File: config.mk
export PLATFORM = sky130hd
export DESIGN_NAME = div_ctrl
export DESIGN_NICKNAME = d
export VERILOG_FILES = /design/src/rtl/div_pkg.sv /design/src/rtl/div_core.sv /design/src/rtl/div_ctrl.sv
export SDC_FILE = /design/constraint.sdc
export NUM_CORES = 1
export LEC_CHECK = 0
export CAP_MARGIN = 20
export CELL_PAD_IN_SITES_DETAIL_PLACEMENT = 1
export CELL_PAD_IN_SITES_GLOBAL_PLACEMENT = 1
export CORE_MARGIN = 1.5
export CORE_UTILIZATION = 30
export CTS_CLUSTER_SIZE = 30
export DETAILED_ROUTE_END_ITERATION = 12
export DONT_BUFFER_PORTS = 1
export GPL_TIMING_DRIVEN = 0
export PLACE_DENSITY_LB_ADDON = 0.1
export SETUP_SLACK_MARGIN = 0.15
export SLEW_MARGIN = 20
export SYNTH_ARGS = -nofsm -noshare
export SYNTH_HDL_FRONTEND = slang
export SYNTH_SLANG_ARGS = --single-unit
File: constraint.sdc
create_clock -name Clk -period 7.3 [get_ports Clk]
set_input_delay 0.365 -clock Clk [delete_from_list [all_inputs] [get_ports Clk]]
set_output_delay 0.365 -clock Clk [all_outputs]
set_load 0.1 [all_outputs]
File: src/rtl/div_pkg.sv
// div_pkg: shared types and constants for the HI/LO divide controller.
//   div_state_t : controller state encoding
//   DIV_STEPS   : number of shift-subtract iterations (one per quotient bit)
//   STEP_W      : width of the iteration counter
//   mag()       : two's-complement magnitude helper
package div_pkg;

  localparam int DIV_STEPS = 32;
  localparam int STEP_W    = 6;

  typedef enum logic [1:0] {
    IDLE = 2'd0,
    PREP = 2'd1,
    RUN  = 2'd2,
    FIX  = 2'd3
  } div_state_t;

  function automatic logic [31:0] mag(input logic neg, input logic [31:0] v);
    return neg ? (32'd0 - v) : v;
  endfunction

endpackage

File: src/rtl/div_core.sv
// div_core: unsigned restoring shift-subtract divider, one quotient bit per cycle.
// Ports:
//   Clk, Reset_n            clock, async active-low reset
//   load                    load Q/D from the magnitudes, clear R and step
//   step_en                 perform one iteration
//   dividend_mag, divisor_mag  unsigned operands (32 bit)
//   rem, quo                current remainder / quotient registers
//   last_step               high while the final (32nd) iteration is pending
module div_core
  import div_pkg::*;
(
  input  logic        Clk,
  input  logic        Reset_n,
  input  logic        load,
  input  logic        step_en,
  input  logic [31:0] dividend_mag,
  input  logic [31:0] divisor_mag,
  output logic [31:0] rem,
  output logic [31:0] quo,
  output logic        last_step
);

  logic [31:0]       r_q;
  logic [31:0]       q_q;
  logic [31:0]       d_q;
  logic [STEP_W-1:0] step_q;

  logic [32:0] r_shift;
  logic [32:0] r_diff;
  logic        qbit;
  logic [31:0] r_next;

  // The remainder stays below D, so the stored value needs only 32 bits; the
  // 33-bit shifted value is compared by subtraction, and bit 32 of the
  // difference is the borrow (set exactly when r_shift < D).
  always_comb begin
    r_shift = {r_q, q_q[31]};
    r_diff  = r_shift - {1'b0, d_q};
    qbit    = ~r_diff[32];
    r_next  = qbit ? r_diff[31:0] : r_shift[31:0];
  end

  assign last_step = (step_q == STEP_W'(DIV_STEPS - 1));
  assign rem       = r_q;
  assign quo       = q_q;

  always_ff @(posedge Clk or negedge Reset_n) begin
    if (!Reset_n) begin
      r_q    <= '0;
      q_q    <= '0;
      d_q    <= '0;
      step_q <= '0;
    end else if (load) begin
      r_q    <= '0;
      q_q    <= dividend_mag;
      d_q    <= divisor_mag;
      step_q <= '0;
    end else if (step_en) begin
      r_q    <= r_next;
      q_q    <= {q_q[30:0], qbit};
      step_q <= step_q + STEP_W'(1);
    end
  end

endmodule

File: src/rtl/div_ctrl.sv
// div_ctrl: multicycle DIV/DIVU controller for the HI/LO unit.
// Ports:
//   Clk, Reset_n      clock, async active-low reset
//   start, signed_op  request and DIV(1)/DIVU(0) select, sampled in IDLE
//   dividend, divisor operands, sampled with start
//   abort             flush an in-flight operation
//   busy              high while not IDLE
//   done, div_zero    one-cycle completion pulses
//   hi, lo            remainder / quotient registers
//
// state | meaning
// IDLE  | waiting for start; operands and signs latched on acceptance
// PREP  | divide-by-zero check, load divider core
// RUN   | 32 shift-subtract iterations
// FIX   | apply result signs, write HI/LO, pulse done
module div_ctrl
  import div_pkg::*;
(
  input  logic        Clk,
  input  logic        Reset_n,
  input  logic        start,
  input  logic        signed_op,
  input  logic [31:0] dividend,
  input  logic [31:0] divisor,
  input  logic        abort,
  output logic        busy,
  output logic        done,
  output logic        div_zero,
  output logic [31:0] hi,
  output logic [31:0] lo
);

  div_state_t  state;
  logic        sign_q;
  logic        sign_r;
  logic [31:0] a_mag;
  logic [31:0] b_mag;

  logic        core_load;
  logic        core_step;
  logic [31:0] core_rem;
  logic [31:0] core_quo;
  logic        core_last;

  assign busy      = (state != IDLE);
  assign core_load = (state == PREP) && !abort && (b_mag != 32'd0);
  assign core_step = (state == RUN) && !abort;

  div_core u_core (
    .Clk          (Clk),
    .Reset_n      (Reset_n),
    .load         (core_load),
    .step_en      (core_step),
    .dividend_mag (a_mag),
    .divisor_mag  (b_mag),
    .rem          (core_rem),
    .quo          (core_quo),
    .last_step    (core_last)
  );

  always_ff @(posedge Clk or negedge Reset_n) begin
    if (!Reset_n) begin
      state    <= IDLE;
      sign_q   <= 1'b0;
      sign_r   <= 1'b0;
      a_mag    <= '0;
      b_mag    <= '0;
      hi       <= '0;
      lo       <= '0;
      done     <= 1'b0;
      div_zero <= 1'b0;
    end else begin
      done     <= 1'b0;
      div_zero <= 1'b0;
      if (state != IDLE && abort) begin
        state <= IDLE;
      end else begin
        case (state)
          IDLE: begin
            if (start && !abort) begin
              sign_q <= signed_op & (dividend[31] ^ divisor[31]);
              sign_r <= signed_op & dividend[31];
              a_mag  <= mag(signed_op & dividend[31], dividend);
              b_mag  <= mag(signed_op & divisor[31], divisor);
              state  <= PREP;
            end
          end
          PREP: begin
            if (b_mag == 32'd0) begin
              done     <= 1'b1;
              div_zero <= 1'b1;
              state    <= IDLE;
            end else begin
              state <= RUN;
            end
          end
          RUN: begin
            if (core_last) state <= FIX;
          end
          FIX: begin
            lo    <= mag(sign_q, core_quo);
            hi    <= mag(sign_r, core_rem);
            done  <= 1'b1;
            state <= IDLE;
          end
          default: state <= IDLE;
        endcase
      end
    end
  end

endmodule

==> results by group <==
Routing
  – Drt wl/cell: 20.7 microns
  – First-pass DRT Iterations: 6
  – Detailed Route Iter0 Violations: 605
  – ANT nets after route: 0
  – Routed vias: 11.5k
  – DRC Markers: 0
  – Post-Route WL: 45.7 mm
  – Vias per inst: 5.20

Run
  – Max-capacitance violation count: 0

Global route
  – First-pass GRT wire length: 72.6 mm
  – GR Util All Layers: 19.9%
  – GR Overflow Total: 0
  – Vias in the first global route: 12.3k
  – Largest net degree at the start of global routing: 237
  – Initial antenna violation count: 1

Worst hold path
  – Worst Hold Class: in2reg

Finish
  – Non-Filler Instances: 2212
  – Total area of sequential cells: 5910 sq um
  – Synth-to-layout area growth: 18.0%
  – Area occupied by multi-input gates: 6840 sq um
  – Final instance area: 15800 sq um
  – Final Net Count: 1704
  – Layout cells sized above 1: 4.32%
  – Number of fill cells: 5202

Clocking
  – CTS max path bufs: 3
  – Clk Latency, worst-skew pair: 580 ps
  – Post_cts resized: 0
  – Clock transition time at the flip-flop clock pins of the worst setup and hold paths: 60 ps
  – Postcts setup bufs: 0
  – TritonCTS Sinks: 236
  – Cts bufs inserted: 28
  – Hold Buf Count CTS: 56
  – CTS root buf: clkbuf_16
  – CTS tree: done
  – H-tree lvl count: 1

Floorplan
  – Row count: 77
  – Die height: 214 microns
  – Die X: 214 microns
  – Die ar.: 45900 sq um
  – Starting Density: 30.4%
  – I/O pin total: 136
  – Core Footprint: 44100 sq um

Worst setup path
  – Critical Path RT: 7790 ps
  – Slowest cell on crit path: xor2_1
  – Worst-path cell chain: ha_1 > clkbuf_1 > nand3_1 > nor2_1 > nand3_1 > a2111oi_0 > or4_1 > xor2_1 > buf_2 > nand4_1 > o21ai_0
  – CP most frequent cell: nand3_1
  – Startpoint Class: register
  – CP Data Arrival Time: 4840 ps
  – CP peak stage delay: 640 ps
  – CP bufs+invs: 2
  – Setup crit end kind: register
  – Critical path type: reg2reg
  – Worst-path maximum fanout: 10
  – Crit path max-delay family: simple AND/OR/NAND/NOR gates

Yosys
  – Syn nets: 1616
  – Top_reg_cell synth: dfrtp_1
  – YS warnings: 0
  – Synth Register Bits: 236
  – Cell count after synthesis: 1509
  – Distinct cells, synth: 71
  – EDFF count, synth: 0
  – Cell Area, Synth: 13400 sq um
  – Average size of a mapped cell: 8.88 sq um
  – Ys async rst share: 100%
  – Post-synthesis sequential area ratio: 44.1%

Place
  – Routability cong.: 0.847
  – Dpl cell area: 14100 sq um
  – Placed insts: 2101
  – Post-DP HPWL: 34.5 mm
  – Port Buffers: 0

STA
  – Slew HR: 30.9%
  – Tightest Pin Transition: 1010 ps
  – Max-slew violations: 0
  – Tmin final: 4340 ps
  – Part of the cycle the worst path needs: 59.5%
  – RSZ-0062 raised after global routing: false
  – Setup TNS Final: 0 ps
  – Setup-failing EPs final: 0
  – Max Clk Rate: 230 MHz
  – Clock skew: 22.3 ps
  – Final hold violation count: 0

Pwr
  – Register share of total power: 46.2%
  – Internal Power: 2.99 mW
  – NetSw: 2.02 mW
  – Logic pwr share: 22.4%
  – P_leak: 6.87 nW
  – Switching Share: 40.2%
  – Clock power frac: 31.4%
  – Power Dens Cells: 317 nW/um^2
  – Maximum VDD drop: 0.000165 V

Status
  – Outcome: finished, final reports clean
==> registers in the layout, indices dropped and copies added, names as in the netlist <==
name	cells
u_core.rem	32
u_core.d_q	32
lo	32
hi	32
b_mag	32
a_mag	32
div_zero	1
sign_r	1
done	1
u_core.step_q	6
state	2
sign_q	1
u_core.quo	32
==> per-stage QoR <==
stage                     setup slack [ps]  hold WS, ps  utilization [%]  total power, mW
after CTS                             2950        0.932             35.7             5.07
after detailed placement              2970         82.3             32.0             3.40
after global routing                  2780         17.7             35.8             5.30
after floorplan                       4270         69.4                -             3.00
final                                 2960         27.3             35.8             5.01
after global placement                2960         85.0             32.0             3.36
==> synthesized netlist by cell type, types with 7 or more instances <==
cell type	n	area (sq um)
ha_1	37	463
nand3_1	38	190
a21o_1	9	67.6
o31ai_1	25	188
a32oi_1	11	96.3
dfrtp_1	236	5910
nor2_1	52	195
or3_1	12	75.1
o311ai_0	18	158
nor3_1	20	100
a31oi_1	7	43.8
xor2_1	98	858
a21oi_1	52	260
o41ai_1	17	149
clkbuf_1	74	278
nor4_1	20	125
nand2_1	248	931
a222oi_1	31	310
inv_1	90	338
buf_1	8	30.0
nor2b_1	9	56.3
nand2b_1	18	113
o21ai_0	218	1090
xnor2_1	49	429
nand4_1	12	75.1
or4_1	13	97.6
==> cell type report <==
class | instances | area share (%)
Timing Repair Buffer | 58 | 3.90
Antenna cell | 1 | 0.0158
Clock inverter | 9 | 1.31
Sequential cell | 236 | 37.4
Inverter | 90 | 2.14
Multi-Input combinational cell | 1099 | 43.3
Tap cell | 592 | 4.69
Clock buffer | 43 | 5.30
Buffer | 84 | 2.01
==> routing by layer <==
layer / up-vias / track usage (%) / share of wire [%]
met5: - / 0 / 0.028
met4: 2 / 4.72 / 1.7
li1: 5539 / - / -
met1: 5700 / 29.1 / 50
met2: 219 / 30.9 / 43
met3: 48 / 2.99 / 4.7
==> worst register-to-register path: cells and delay by family (launching register included) <==
family | cells | cell delay (ps)
adder cells (fa/ha/maj) | 1 | 340
XOR/XNOR | 1 | 640
flip-flops | 1 | 510
buffers and inverters | 2 | 720
AO/OA/AOI/OAI | 2 | 800
AND/OR/NAND/NOR | 5 | 1260
==> logic make-up after synthesis <==
group	after synthesis	synth area share, %
xor+xnor	148	9.73
buf+inv	174	4.90
simple gates	484	17.2
fa+ha+maj	38	3.61
compound gates	422	19.9
mux	7	0.533
flops	236	44.1
==> worst paths after layout <==
check,startpoint,end,slack (ps),cells past startpoint
max,u_core.rem[23]$_DFFE_PN0P_,u_core.rem[30]$_DFFE_PN0P_,2960,11
min in group asynchronous,Reset_n,b_mag[10]$_DFFE_PN0P_,370,2
max in group asynchronous,Reset_n,u_core.quo[4]$_DFFE_PN0P_,5870,3
min reg2reg,a_mag[18]$_DFFE_PN0P_,a_mag[18]$_DFFE_PN0P_,510,2
min,dividend[25],a_mag[25]$_DFFE_PN0P_,30,2
max reg2reg,u_core.rem[23]$_DFFE_PN0P_,u_core.rem[30]$_DFFE_PN0P_,2960,11
==> cell usage in the layout (no fill, tap or decap), types with 3 or more instances in the layout <==
cell type / count
nand2_1: 248
o21ai_0: 218
o41ai_1: 17
nor2b_1: 9
ha_1: 37
a21o_1: 9
or4_1: 13
and2_1: 6
dfrtp_1: 236
nand3b_1: 5
mux2i_1: 6
nor4_1: 20
o21bai_1: 5
a31oi_1: 7
a222oi_1: 31
a32oi_1: 11
or3_1: 12
or4_4: 4
nand2b_1: 18
nand4_1: 12
xor2_1: 98
clkbuf_8: 8
xnor2_1: 49
bufinv_16: 6
nor4b_1: 3
nor3_1: 19
clkbuf_1: 81
clkbuf_16: 28
dlygate4sd3_1: 56
o311ai_0: 18
a21oi_1: 52
buf_1: 8
a211oi_1: 6
or2_2: 5
nor2_1: 52
inv_1: 90
nand3_1: 38
o31ai_1: 25
==> power groups by stage <==
| stage | Clock (mW) | Combinational (mW) | Sequential, mW |
|---|---|---|---|
| final | 1.57 | 1.12 | 2.31 |
| after floorplan | 0 | 0.788 | 2.21 |
| after global routing | 1.67 | 1.28 | 2.35 |
| after CTS | 1.62 | 1.13 | 2.31 |
| after detailed placement | 0 | 1.07 | 2.34 |
| after global placement | 0 | 1.04 | 2.32 |
Note: power is estimated with default switching activity, not from simulation.
